<file path="src/rtl/keyboard_fifo.sv">
// keyboard_fifo: decodes PS/2 E0/F0 prefixes into {ext, rel, code} key
// events, queues them, and exposes the queue through a small register window
// (DATA / STATUS / CTRL) for the CPU.
module keyboard_fifo #(
   parameter int DEPTH = 16
) (
   input  logic        clk_in,
   input  logic        rst_in,
   input  logic        valid_in,
   input  logic [7:0]  scancode_in,
   input  logic [31:0] addr_in,
   input  logic [31:0] data_in,
   input  logic [3:0]  write_enable_in,
   output logic [31:0] data_out,
   output logic        not_empty_out
);

   localparam int AW = $clog2(DEPTH);
   localparam int CW = AW + 1;

   typedef enum logic [1:0] {IDLE, GOT_E0, GOT_F0, GOT_E0F0} pfx_t;

   pfx_t          state;
   logic [9:0]    mem [DEPTH];
   logic [AW-1:0] wr_ptr, rd_ptr;
   logic [CW-1:0] count;
   logic          overflow;

   logic          full, empty;
   logic          is_prefix, push_req, push_ok, pop_ok, ovf_set;
   logic          ctrl_wr, clr, pop_req, ovf_clr;
   logic [9:0]    entry;
   logic [31:0]   rd_data;
   logic          unused_ok;

   assign full          = (count == CW'(DEPTH));
   assign empty         = (count == '0);
   assign not_empty_out = ~empty;

   // CTRL register decode; only byte lane 0 carries the command bits
   assign ctrl_wr = write_enable_in[0] && (addr_in[3:2] == 2'd2);
   assign pop_req = ctrl_wr && data_in[0];
   assign clr     = ctrl_wr && data_in[1];
   assign ovf_clr = ctrl_wr && data_in[2];

   // Any non-prefix byte completes an event, flagged by the prefixes seen so far
   assign is_prefix = (scancode_in == 8'hE0) || (scancode_in == 8'hF0);
   assign push_req  = valid_in && !is_prefix;
   assign entry     = {(state == GOT_E0) || (state == GOT_E0F0),
                       (state == GOT_F0) || (state == GOT_E0F0),
                       scancode_in};

   // A pop frees a slot in the same cycle, so push+pop on a full FIFO succeeds
   assign pop_ok  = pop_req && !empty && !clr;
   assign push_ok = push_req && (!full || pop_ok) && !clr;
   assign ovf_set = push_req && full && !pop_ok && !clr;

   assign unused_ok = ^{addr_in[31:4], addr_in[1:0], data_in[31:3],
                        write_enable_in[3:1]};

   // Prefix decoder: tracks E0/F0 bytes preceding the code byte
   always_ff @(posedge clk_in or negedge rst_in) begin
      if (!rst_in) begin
         state <= IDLE;
      end else if (clr) begin
         state <= IDLE;
      end else if (valid_in) begin
         if (scancode_in == 8'hE0) begin
            state <= GOT_E0;
         end else if (scancode_in == 8'hF0) begin
            case (state)
               IDLE:    state <= GOT_F0;
               GOT_E0:  state <= GOT_E0F0;
               default: state <= state;
            endcase
         end else begin
            state <= IDLE;
         end
      end
   end

   // Storage array; head is only observed through the registered data_out
   always_ff @(posedge clk_in) begin
      if (push_ok) mem[wr_ptr] <= entry;
   end

   // Pointers and occupancy; clear wins over any push or pop
   always_ff @(posedge clk_in or negedge rst_in) begin
      if (!rst_in) begin
         wr_ptr <= '0;
         rd_ptr <= '0;
         count  <= '0;
      end else if (clr) begin
         wr_ptr <= '0;
         rd_ptr <= '0;
         count  <= '0;
      end else begin
         if (push_ok) wr_ptr <= wr_ptr + AW'(1);
         if (pop_ok)  rd_ptr <= rd_ptr + AW'(1);
         case ({push_ok, pop_ok})
            2'b10:   count <= count + CW'(1);
            2'b01:   count <= count - CW'(1);
            default: count <= count;
         endcase
      end
   end

   // Sticky overflow flag; a new drop beats a simultaneous clear
   always_ff @(posedge clk_in or negedge rst_in) begin
      if (!rst_in)      overflow <= 1'b0;
      else if (ovf_set) overflow <= 1'b1;
      else if (ovf_clr) overflow <= 1'b0;
   end

   // Register window read mux, sampled against pre-edge state
   always_comb begin
      rd_data = '0;
      case (addr_in[3:2])
         2'd0:    rd_data = {~empty, 21'b0, empty ? 10'd0 : mem[rd_ptr]};
         2'd1:    rd_data = {16'b0, 8'(count), 5'b0, overflow, full, empty};
         default: rd_data = '0;
      endcase
   end

   // Registered read data, one cycle of latency
   always_ff @(posedge clk_in or negedge rst_in) begin
      if (!rst_in) data_out <= '0;
      else         data_out <= rd_data;
   end

endmodule

</file>
<file path="config.mk">
export PLATFORM = sky130hd
export DESIGN_NAME = keyboard_fifo
export DESIGN_NICKNAME = d
export VERILOG_FILES = /design/src/rtl/keyboard_fifo.sv
export SDC_FILE = /design/constraint.sdc
export NUM_CORES = 1
export LEC_CHECK = 0
export BUFFER_PORTS_ARGS = -buffer_cell sky130_fd_sc_hd__buf_4
export CORE_ASPECT_RATIO = 0.75
export CORE_UTILIZATION = 30
export DETAILED_ROUTE_END_ITERATION = 8
export GPL_TIMING_DRIVEN = 0
export PLACE_DENSITY_LB_ADDON = 0.3
export SETUP_SLACK_MARGIN = 0.05
export SLEW_MARGIN = 10
export SYNTH_ARGS = -nofsm -noshare
export SYNTH_HDL_FRONTEND = slang
export SYNTH_SLANG_ARGS = --single-unit
</file>
<file path="constraint.sdc">
create_clock -name clk_in -period 2.6 [get_ports clk_in]
set_input_delay 0.39 -clock clk_in [delete_from_list [all_inputs] [get_ports clk_in]]
set_output_delay 0.39 -clock clk_in [all_outputs]
set_load 0.03 [all_outputs]
</file>
== Word-level counts from Yosys, hierarchy flattened ==
Memory sizes are Yosys's and may differ from the RTL's.
Index checks and enable logic that the tools add are counted.

* Register bits after elaboration: 48
* Memory bits (writable): 160
* Input port bits: 79
* Memories: 1

* $add $sub $neg: 4
* Eq/ne operators: 11
* Multiplexer cells: 17
* Bitwise operators: 1
* Reductions and logical operators: 30

{| class="wikitable"
|+ Memory list
! name !! words !! width !! read ports !! clocked after memory_dff !! write ports !! RTL line !! source
|-
| mem || 16 || 10 || 1 || 0 || 1 || 24 || <nowiki>logic [9:0] mem [DEPTH];</nowiki>
|}

{| class="wikitable"
|+ Operator list
! cell !! count
|-
| $pmux 32 s2 || 1
|-
| $eq 8x8->1 const B || 2
|-
| $mux 4 || 4
|-
| $logic_and 1x1->1 || 12
|-
| $mux 10 || 1
|-
| $pmux 5 s2 || 1
|-
| $add 4x1->4 const B || 2
|-
| $eq 2x2->1 const B || 4
|-
| $mux 2 || 4
|-
| $reduce_bool 2->1 || 4
|-
| $eq 2x1->1 const B || 3
|-
| $add 5x1->5 const B || 1
|-
| $eq 5x5->1 const B || 1
|-
| $logic_not 1->1 || 5
|-
| $logic_not 5->1 || 1
|-
| $mux 5 || 1
|-
| $ne 5x4->1 const B || 1
|-
| $sub 5x1->5 const B || 1
|-
| $logic_not 2->1 || 2
|-
| $logic_or 1x1->1 || 4
|-
| $mux 1 || 4
|-
| $pmux 2 s2 || 1
|-
| $reduce_bool 3->1 || 1
|-
| $reduce_and 2->1 || 1
|-
| $not 1->1 || 1
|}

== Logic depth before layout (Yosys ltp) ==
* Depth in word-level cells: 11
* Gate-level depth with buffers: 11

== Worst setup path after synthesis ==
Ideal clock, no wire load.

* Path type: input port to flip-flop
* From: input port addr_in[2]
* To: memory mem[0][0] (enable)
* Library setup time: 0.390 ns
* Data arrival time: 2.447 ns
* Data required time: 2.210 ns
* Path slack: -0.236 ns
* Stages: 7
* Buffers on the path: 1
* Path through: buf_2 > and3b_1 > nand3b_2 > and3_2 > nor3_1 > nand2_1 > nor3_1

* Word-level cells in the longest chain between the ends: 10

{| class="wikitable"
|+ RTL lines
! element !! RTL line !! source
|-
| start, declared || 11 || <nowiki>input logic [31:0] addr_in,</nowiki>
|-
| $eq 2x2->1 (*) || 41 || <nowiki>assign ctrl_wr = write_enable_in[0] && (addr_in[3:2] == 2'd2);</nowiki>
|-
| $logic_and 1x1->1 (*) || 41 ||
|-
| $logic_and 1x1->1, on equally long branches || 42, 43 ||
|-
| $logic_and 1x1->1 / $logic_not 1->1 (equally long branches) || 54, 55 ||
|-
| $logic_and 1x1->1 || 54 || <nowiki>assign pop_ok = pop_req && !empty && !clr;</nowiki>
|-
| $logic_or 1x1->1 || 55 || <nowiki>assign push_ok = push_req && (!full || pop_ok) && !clr;</nowiki>
|-
| $logic_and 1x1->1 || 55 ||
|-
| $logic_and 1x1->1 (*) || 55 ||
|-
| $mux 1 (*) || 84 || <nowiki>if (push_ok) mem[wr_ptr] <= entry;</nowiki>
|-
| $mux 1 (not written as such) (*) || 84 ||
|-
| end, declared || 24 ||
|}

Every way passes the cells marked *; elsewhere a longest branch is shown, timed or not.

== Worst setup path after layout ==
* From: register count[1]
* To: register count[4]

* Word-level cells in the longest chain between the ends: 10

{| class="wikitable"
|+ RTL lines
! element !! RTL line !! source
|-
| start, declared || 26 || <nowiki>logic [CW-1:0] count;</nowiki>
|-
| start signal, assigned || 101 || <nowiki>2'b10: count <= count + CW'(1);</nowiki>
|-
| start signal, assigned || 102 || <nowiki>2'b01: count <= count - CW'(1);</nowiki>
|-
| start signal, assigned || 103 || <nowiki>default: count <= count;</nowiki>
|-
| $logic_not 5->1 || 37 || <nowiki>assign empty = (count == '0);</nowiki>
|-
| $logic_not 1->1 || 54 ||
|-
| $logic_and 1x1->1 (2 in a row) || 54 ||
|-
| $logic_or 1x1->1 || 55 ||
|-
| $logic_and 1x1->1 (2 in a row) || 55 ||
|-
| $eq 2x1->1 / $eq 2x2->1 (equally long branches) || 100 || <nowiki>case ({push_ok, pop_ok})</nowiki>
|-
| $pmux 5 s2 || 100 ||
|-
| $mux 5 || 93 || <nowiki>end else if (clr) begin</nowiki>
|}

Several ways; a longest one is shown, not always the timed one.
A chain may end at the register's enable or synchronous reset.

==> run summary <==
Setup WS post-layout - 78.35 ps
# H-tree levels - 4
Antenna fix cells - 0
Worst Hold End - data_out[2]
GRT Total Usage - 0.1361
Final worst path period need - 2522 ps
Hold Crit Depth - 2
Relative slew slack - 0.3419
Worst R2R Path Depth - 10
Post-synth EDFFs - 160
NumNets Final - 627
Worst path arrival time - 2830 ps
RSZ-0062 raised after global routing - true
Final hold viol count - 0
Endpoints failing setup - 0
Hold Crit Class - primary input to flip-flop
Critical path peak fanout - 6
DRT antenna net count - 0
Routed len/inst - 19.77 um
Area Overhead vs Synth - 22.55%
Die H - 142.6 um
Post-synthesis register bit count - 190
Vias in the first global route - 4,226
FFs w/ async S/R, synth - 0.1579
Synth area leaders - edfxtp_1, mux4_2, dfrtp_1
HPWL Detailed - 11.43 mm
Pwr Density - 858.8 nW/um^2
DR iter-0 viols - 325
Clock latency on the worst-skew pair - 430 ps
Via-to-Cell Ratio - 4.764
DRC Markers - 0
Die area - 27,020 um^2
Cell Rows - 51
Average size of a mapped cell - 17.49 um^2
Clock-pin slew on the worst setup and hold paths - 70 ps
Dpl cell area - 8652 um^2
Max VDD drop - 478.5 uV
Die Width - 189.5 um
CP Class - flip-flop to flip-flop
Pre-CTS WS - -857.0 ps
Synth cell types - 50
Final Cell Area - 9691 um^2
Share of cells above drive strength 1 - 0.3285
Pin count of the biggest net entering global routing - 31
Static Leak - 3.495 nW
Vias - 4,278
Hold Crit Start - addr_in[3]
Seq/Total Area, Yosys - 0.7025
CP required - 2910 ps
Post-Route Skew - 11.02 ps
Port Buffers - 30
First-pass DRT Iterations - 5
Wire length of the first global-routing pass - 26.26 mm
FF-to-FF setup slack - 80 ps
Max Clock Freq - 396.6 MHz
Synthesized cell area - 7908 um^2
Yosys warns - 0
Cell taking the most area after synthesis - edfxtp_1
Worst r2r src - count[1]
Initial antenna violation count - 0
Boundary Pins - 112
Startpoint types - flip-flop
Synth top cells by count - edfxtp_1, mux4_2, nor2_1
Initial Util - 0.3052
GPL Wtd Cong - 0.7745
WL final - 17.76 mm
Cts bufs inserted - 17
Core Area - 25,910 um^2
CTS tree - yes
CTS Sinks - 190
Congestion Overflow GR - 0
Actual slew at the worst max-slew pin - 974.5 ps
Crit share post-route - 0.9699
Top cell type's share of synthesized area - 0.6076
Max-slew violations - 0
Top-count cell post-synth - edfxtp_1
Top FF cell, synth - edfxtp_1
Syn Inst Count - 452
Status - completed
CTS Buffer Depth - 2
Max-cap viol count - 0
FF-to-FF End - count[4]
Root buf cell - clkbuf_16
CP endpoint kind - flip-flop
## worst max-delay path, stage by stage (launching register included)
cell     delay [ps]
dfrtp_2         480
nor4_4          350
and2b_4         250
nor3_4           70
xor2_1          150
ha_2            230
nor2_2           50
o41ai_2         250
o311a_4         280
mux2i_1         180
nand3_1          90
## where the power goes
| part | leakage, nW | switching, W | internal [W] | total, W |
|---|---|---|---|---|
| Combinational | 1.40 | 0.00119 | 0.000824 | 0.00202 |
| Sequential | 1.84 | 0.000205 | 0.00366 | 0.00386 |
| Clock | 0.255 | 0.00112 | 0.00132 | 0.00245 |
## layer usage
layer | vias up | wire, um | GRT usage | part of all wire
li1 | 1924 | - | - | -
met4 | 0 | 155 | 0.03183 | 0.0087
met1 | 2227 | 8092 | 0.1907 | 0.46
met2 | 113 | 8599 | 0.2144 | 0.48
met3 | 14 | 910 | 0.03107 | 0.051
met5 | - | 0 | 0 | 0
## layout make-up
class	instances	area (um^2)
clock buffers	19	432.9
inverters	6	22.52
repair buffers	54	570.5
clock inverters	13	113.9
flip-flops and latches	190	5560
multi-input cells	231	2290
plain buffers	41	270.3
well taps	344	430.4
fillers	2438	16220
## cell usage in the layout, fill, tap and decap left out, types with 6 or more instances in the layout
master / instances
and2_1: 6
clkbuf_16: 17
mux4_2: 35
buf_4: 62
clkbuf_1: 13
mux2i_1: 25
buf_12: 13
o21ai_0: 10
a221oi_1: 10
nor2_1: 18
dfrtp_1: 26
inv_1: 6
edfxtp_1: 160
nor2_4: 12
conb_1: 18
a21oi_1: 10
nand2_1: 12
ha_1: 6
a22oi_1: 7
## cells by family after synthesis
family	Yosys count	share of synthesized area
and+or+nand+nor	87	0.06092
muxes	60	0.1313
DFF	190	0.7025
buffers and inverters	48	0.03608
adders and majority gates	7	0.01108
other	1	0.0004742
AOI/OAI and AO/OA	49	0.04652
xor gates and xnor gates	10	0.01108
## registers in the layout (all words and copies together) (netlist names)
name      cells
state         2
data_out     14
rd_ptr        4
count         5
overflow      1
wr_ptr        4
mem         160
## how the worst max path moves through the flow
stage	start	to	slack [ps]	cells after the start
6_report	count[1]	count[4]	80	10
5_1_grt	count[1]	count[4]	-90	10
4_1_cts	addr_in[2]	mem[5][4]	-100	7
3_5_place_dp	addr_in[2]	mem[4][5]	-860	7
3_3_place_gp	addr_in[2]	mem[7][5]	-840	7
2_1_floorplan	addr_in[2]	count[4]	20	11
## stage by stage
step / utilization / setup TNS, ps / instances / hold slack (ps) / total power, W
after floorplan: - / 0 / 469 / 94.41 / 0.005046
after global placement: 0.3338 / -119830 / 843 / 368.3 / 0.005601
after detailed placement: 0.3340 / -121070 / 843 / 372.4 / 0.005662
after CTS: 0.3628 / -2313 / 884 / 143.8 / 0.008252
after global routing: 0.3740 / -90.23 / 898 / 171.0 / 0.008692
final: 0.3740 / 0 / 898 / 163.8 / 0.008322
## what timing repair did
| item | in CTS | in global routing |
|---|---|---|
| pin swaps | 6 | 12 |
| endpoints found under the setup margin | 166 | 164 |
| hold buffers | 1 | 0 |
| gates resized for setup | 29 | 11 |
| buffers inserted | 9 | 14 |
| hold endpoints to repair | 30 | 0 |
Power figures use the tool's default switching activity.
